$ cat src/rtl/alu_pkg.sv
// Shared ALU opcode constants, polynomials and sequencer state encoding for the
// ALU self-test sequencer.
package alu_pkg;

    localparam logic [3:0] ALU_ADD  = 4'b0000;
    localparam logic [3:0] ALU_SUB  = 4'b1000;
    localparam logic [3:0] ALU_AND  = 4'b0111;
    localparam logic [3:0] ALU_XOR  = 4'b0100;
    localparam logic [3:0] ALU_SLL  = 4'b0001;
    localparam logic [3:0] ALU_MUL  = 4'b1111;
    localparam logic [3:0] ALU_SRAI = 4'b1101;
    localparam logic [3:0] ALU_NOP  = 4'b0010;

    localparam logic [31:0] LFSR_POLY = 32'h8020_0003;
    localparam logic [31:0] MISR_POLY = 32'h04C1_1DB7;

    typedef enum logic [1:0] {
        S_IDLE  = 2'd0,
        S_APPLY = 2'd1,
        S_STEP  = 2'd2,
        S_DONE  = 2'd3
    } state_t;

    // Opcode for vector index k, selected by k mod 8.
    function automatic logic [3:0] op_for(input logic [2:0] k);
        logic [3:0] op;
        case (k)
            3'd0:    op = ALU_ADD;
            3'd1:    op = ALU_SUB;
            3'd2:    op = ALU_AND;
            3'd3:    op = ALU_XOR;
            3'd4:    op = ALU_SLL;
            3'd5:    op = ALU_MUL;
            3'd6:    op = ALU_SRAI;
            default: op = ALU_NOP;
        endcase
        return op;
    endfunction

endpackage

$ cat src/rtl/lfsr32_step.sv
// One combinational step of the 32-bit right-shifting Galois operand LFSR.
module lfsr32_step
    import alu_pkg::*;
(
    input  logic [31:0] state,
    output logic [31:0] next
);

    assign next = (state >> 1) ^ (state[0] ? LFSR_POLY : 32'h0);

endmodule

$ cat src/rtl/alu_bist.sv
// ALU self-test sequencer: drives LFSR operands and a rotating opcode into the
// ALU, and folds each result/zero pair into a 32-bit MISR signature.
module alu_bist
    import alu_pkg::*;
#(
    parameter int unsigned NUM_VECTORS = 64,
    parameter logic [31:0] LFSR_SEED   = 32'h0000_0001,
    parameter logic [31:0] MISR_SEED   = 32'h0000_0000
) (
    input  logic        clk_i,
    input  logic        rst_i,
    input  logic        start_i,
    output logic [31:0] a_o,
    output logic [31:0] b_o,
    output logic [3:0]  aluctr_o,
    input  logic [31:0] result_i,
    input  logic        zero_i,
    output logic        busy_o,
    output logic        done_o,
    output logic [31:0] signature_o,
    output logic [15:0] vec_count_o
);

    state_t      state, state_n;
    logic [31:0] lfsr;
    logic        load_first, load_next, capture;
    logic [31:0] src, nxt, nxt2;
    logic [3:0]  op;
    logic [31:0] b_val, misr_n;
    logic        last;

    // A new run always restarts from the seed; otherwise continue the sequence.
    assign src   = load_first ? LFSR_SEED : lfsr;
    assign op    = op_for(load_first ? 3'd0 : vec_count_o[2:0]);
    assign b_val = (op == ALU_SLL || op == ALU_SRAI) ? {27'b0, nxt[4:0]} : nxt;
    assign last  = (vec_count_o + 16'd1) == 16'(NUM_VECTORS);

    assign misr_n = {signature_o[30:0], 1'b0}
                  ^ (signature_o[31] ? MISR_POLY : 32'h0)
                  ^ result_i ^ {zero_i, 31'b0};

    lfsr32_step u_step1 (.state(src), .next(nxt));
    lfsr32_step u_step2 (.state(nxt), .next(nxt2));

    always_ff @(posedge clk_i or negedge rst_i) begin
        if (!rst_i) state <= S_IDLE;
        else        state <= state_n;
    end

    always_comb begin
        state_n    = state;
        load_first = 1'b0;
        load_next  = 1'b0;
        capture    = 1'b0;
        case (state)
            S_IDLE, S_DONE: begin
                if (start_i) begin
                    load_first = 1'b1;
                    state_n    = S_APPLY;
                end
            end
            S_APPLY: begin
                capture = 1'b1;
                state_n = last ? S_DONE : S_STEP;
            end
            S_STEP: begin
                load_next = 1'b1;
                state_n   = S_APPLY;
            end
            default: state_n = S_IDLE;
        endcase
    end

    always_ff @(posedge clk_i or negedge rst_i) begin
        if (!rst_i) begin
            lfsr        <= LFSR_SEED;
            a_o         <= '0;
            b_o         <= '0;
            aluctr_o    <= '0;
            signature_o <= '0;
            vec_count_o <= '0;
            done_o      <= 1'b0;
        end else begin
            if (load_first || load_next) begin
                a_o      <= src;
                b_o      <= b_val;
                aluctr_o <= op;
                lfsr     <= nxt2;
            end
            if (load_first) begin
                signature_o <= MISR_SEED;
                vec_count_o <= '0;
                done_o      <= 1'b0;
            end
            if (capture) begin
                signature_o <= misr_n;
                vec_count_o <= vec_count_o + 16'd1;
                if (last) done_o <= 1'b1;
            end
        end
    end

    assign busy_o = (state == S_APPLY) || (state == S_STEP);

endmodule

$ cat config.mk
export PLATFORM = sky130hd
export DESIGN_NAME = alu_bist
export DESIGN_NICKNAME = d
export VERILOG_FILES = /design/src/rtl/alu_pkg.sv /design/src/rtl/lfsr32_step.sv /design/src/rtl/alu_bist.sv
export SDC_FILE = /design/constraint.sdc
export NUM_CORES = 1
export LEC_CHECK = 0
export ABC_CLOCK_PERIOD_IN_PS = 1930
export CORE_UTILIZATION = 45
export DETAILED_ROUTE_END_ITERATION = 10
export PLACE_DENSITY = 0.88
export SLEW_MARGIN = 10
export SYNTH_ARGS = -nofsm -noshare
export SYNTH_HDL_FRONTEND = slang
export SYNTH_SLANG_ARGS = --single-unit
$ cat constraint.sdc
create_clock -name clk_i -period 1.93 [get_ports clk_i]
set_clock_uncertainty 0.15 [all_clocks]
set_input_delay 0.386 -clock clk_i [delete_from_list [all_inputs] [get_ports clk_i]]
set_output_delay 0.386 -clock clk_i [all_outputs]
set_load 0.02 [all_outputs]
==> flow_summary_export.csv <==
group,metric,value,unit
status,status,"complete, no violations",
global_routing,grt_use_total,0.212,
yosys,postSynthCellCount,621,
final_layout,final_layout_size_suffix_gt1_frac,0.110,
worst_setup_path,path_cells,"dlygate4sd2_1",
die,dieHeight,118,um
yosys,synthArstFlopShare,1.00,
sta,final.period_utilization,0.962,
yosys,synthesis.yosys.warnings,0,
detailed_routing,first_pass_iters,6,
clock_tree,clkLatencyLatePin,0.41,ns
yosys,synth_nets,661,
worst_setup_path,timing.critical_path.required,1.39,ns
final_layout,finish.net_count,780,
yosys,postSynthRegisterBits,120,
clock_tree,tritoncts_num_sinks,120,
detailed_routing,detailedRoute.firstIterationViolations,312,
sta,rsz0062_at_grt,"no",
detailed_routing,drt-wirelength-per-cell,15.1,um
worst_setup_path,regToRegSetupSlack,0.19,ns
sta,fin_worst_hold_slack,0.278,ns
detailed_routing,drt_wl_total,13900,um
yosys,syn_area_per_cell,9.70,um2
clock_tree,path_clk_slew,0.06,ns
worst_setup_path,cp_slowest_stage_delay,0.52,ns
power,power.leakage,4.36,nW
yosys,synthDistinctLibCells,47,
worst_setup_path,cp.arrival,1.32,ns
die,floorplan.initialDensity,0.469,
sta,fin_tns_setup,0,ns
sta,timing.final.setup_violations,0,
yosys,synth_edf_count,0,
detailed_routing,routed_via_density,5.09,
power,power_per_cell_area,1040,mW/mm2
power,peakVddDrop,0.000882,V
final_layout,num_antenna_cells,0,
worst_setup_path,worst_setup_path_end_kind,"primary output",
sta,tightestPinTransition,0.374,ns
detailed_routing,antenna_violating_nets_post_route,0,
worst_setup_path,path_max_fanout,9,
worst_setup_path,critical_path.slowest_cell,"sky130_fd_sc_hd__dfrtp_1",
clock_tree,cts_inserted_buffers,17,
yosys,synth.yosys.seq_area_share,0.499,
detailed_routing,maxUsedRoutingLayer,"met4",
yosys,cell_type_with_the_highest_aggregate_area_in_the_netlist,"sky130_fd_sc_hd__dfrtp_1",
worst_hold_path,hp-class,"primary input to asynchronous set/reset pin",
global_routing,global_route_wire_length_before_repair,23300,um
placement,dp_hpwl,9350,um
yosys,synth.area.top_cells,"sky130_fd_sc_hd__dfrtp_1 49%, sky130_fd_sc_hd__nand2_1 6.4%, sky130_fd_sc_hd__mux2i_1 6.2%",
yosys,most_frequently_used_cell_type_in_the_post_synthesis_netlist,"sky130_fd_sc_hd__dfrtp_1",
worst_setup_path,critical-path-top-delay-family,"flip-flops",
yosys,yosys.area.top_type_share,0.495,
placement,numPortBuffers,153,
sta,fmax,0.539,GHz
global_routing,gr-total-overflow,0,
die,ios,154,
die,core_region_area,0.0128,mm2
yosys,synth_commonest_cells,"119 x sky130_fd_sc_hd__dfrtp_1, 103 x sky130_fd_sc_hd__nand2_1, 69 x sky130_fd_sc_hd__nor2_1",
global_routing,grt_max_degree,96,
power,finalPower,8.58,mW
detailed_routing,routedLengthMet1,6240,um
die,placementRows,41,
die,die_area,0.0138,mm2
final_layout,fillerInstances,1012,
clock_tree,ctsLongestPathBuffers,2,
detailed_routing,detail_route.drc_violations,0,
clock_tree,cts_tree,"yes",
yosys,mappedNetlistArea,0.00602,mm2
clock_tree,htree_levels,4,
global_routing,first_global_vias,4496,
yosys,synth_ff_type,"sky130_fd_sc_hd__dfrtp_1",
detailed_routing,detailroute.wirelength.met2,6790,um
detailed_routing,detailroute.via_count,4706,
clock_tree,root_buffer,"sky130_fd_sc_hd__clkbuf_16",
worst_setup_path,critPathBufInv,1,
sta,drv_slew,0,
sta,max-slew-margin-rel,0.749,
sta,hold_viol,0,
global_routing,number_of_antenna_violations_at_the_first_check_in_global_routing,0,
worst_setup_path,critical_path.startpoint_type,"flip-flop",
worst_setup_path,path_class,"flip-flop to primary output",
final_layout,area.growth.synth_to_final,37.1,%
sta,finalWorstPathRequiredPeriod,1.86,ns
placement,place.gp.congestion,0.805,
die,die_width,118,um
job,maxCapViolCount,0,
detailed_routing,routed-wl-met3,734,um
## sequential cells by signal, summed over array words and instances (netlist names)
signal	count
a_o	31
aluctr_o	4
lfsr	5
state	2
done_o	1
vec_count_o	16
b_o	29
signature_o	32
## timing repair
item                                    4_1_cts  5_1_grt
pin swaps                                     0        0
setup buffers                                 0        0
hold buffers                                  1        0
hold endpoints to repair                     20        0
gates resized for setup                      98       31
endpoints found under the setup margin       93       31
## final timing paths
path | startpoint | to | cells past startpoint
setup reg to reg | vec_count_o[5] | done_o | 5
hold reg to reg | done_o | done_o | 2
min in group clk_i | done_o | done_o | 2
hold / removal | rst_i | a_o[7] | 2
setup / recovery | vec_count_o[5] | vec_count_o[5] | 1
max in group asynchronous | rst_i | vec_count_o[3] | 3
## layer usage
layer  global-route usage  up-vias
met5                    0        -
met4               0.0761        0
met3               0.0640       15
met2                0.339      135
met1                0.271     2282
li1                     -     2274
## cells by family after synthesis
logic type / after synthesis / share of synthesized area
AND/OR/NAND/NOR: 204 / 0.149
flip-flops: 120 / 0.499
AO/OA/AOI/OAI: 100 / 0.102
buffers and inverters: 86 / 0.0767
XOR/XNOR: 68 / 0.0989
multiplexers: 39 / 0.0659
adder cells (fa/ha/maj): 4 / 0.00831
## stage by stage
step | cell area (um2) | instances | setup WS (ns) | utilization
2_1_floorplan | 6020 | 621 | 0.0805 | -
3_3_place_gp | 7630 | 892 | 0.0180 | 0.595
3_5_place_dp | 7630 | 892 | 0.0126 | 0.595
4_1_cts | 8170 | 925 | 0.000415 | 0.637
5_1_grt | 8250 | 925 | 0.00673 | 0.643
6_report | 8250 | 925 | 0.0742 | 0.643
## area by class of cell
cell class              instances  area, um2  area share
clock buffers                  19        453      0.0549
multi-input cells             415       2580       0.312
clock inverters                13        194      0.0235
repair buffers                177       1770       0.214
flip-flops and latches        120       3010       0.365
well taps                     172        215      0.0261
inverters                       9       33.8     0.00409
## cell usage in the layout (no fill, tap or decap), types with 3 or more instances in the layout
| cell type | count |
|---|---|
| sky130_fd_sc_hd__dlygate4sd2_1 | 92 |
| sky130_fd_sc_hd__nand2_1 | 102 |
| sky130_fd_sc_hd__mux2i_1 | 37 |
| sky130_fd_sc_hd__dfrtp_2 | 4 |
| sky130_fd_sc_hd__bufinv_16 | 4 |
| sky130_fd_sc_hd__nand3_1 | 6 |
| sky130_fd_sc_hd__dfrtp_1 | 115 |
| sky130_fd_sc_hd__buf_12 | 9 |
| sky130_fd_sc_hd__o21ai_0 | 52 |
| sky130_fd_sc_hd__a21oi_1 | 3 |
| sky130_fd_sc_hd__nor2_1 | 69 |
| sky130_fd_sc_hd__ha_2 | 3 |
| sky130_fd_sc_hd__xor2_1 | 29 |
| sky130_fd_sc_hd__clkdlybuf4s50_1 | 34 |
| sky130_fd_sc_hd__a211oi_1 | 3 |
| sky130_fd_sc_hd__dlymetal6s2s_1 | 25 |
| sky130_fd_sc_hd__o31ai_1 | 3 |
| sky130_fd_sc_hd__xnor2_1 | 39 |
| sky130_fd_sc_hd__buf_4 | 16 |
| sky130_fd_sc_hd__o211ai_1 | 3 |
| sky130_fd_sc_hd__nor3_1 | 3 |
| sky130_fd_sc_hd__inv_1 | 8 |
| sky130_fd_sc_hd__clkinv_4 | 6 |
| sky130_fd_sc_hd__a22oi_1 | 26 |
| sky130_fd_sc_hd__clkbuf_16 | 17 |
## power breakdown
| group | switching (mW) | internal (mW) |
|---|---|---|
| Sequential | 0.333 | 2.86 |
| Combinational | 1.08 | 0.888 |
| Clock | 1.17 | 2.24 |
Note: power is estimated with default switching activity, not from simulation.
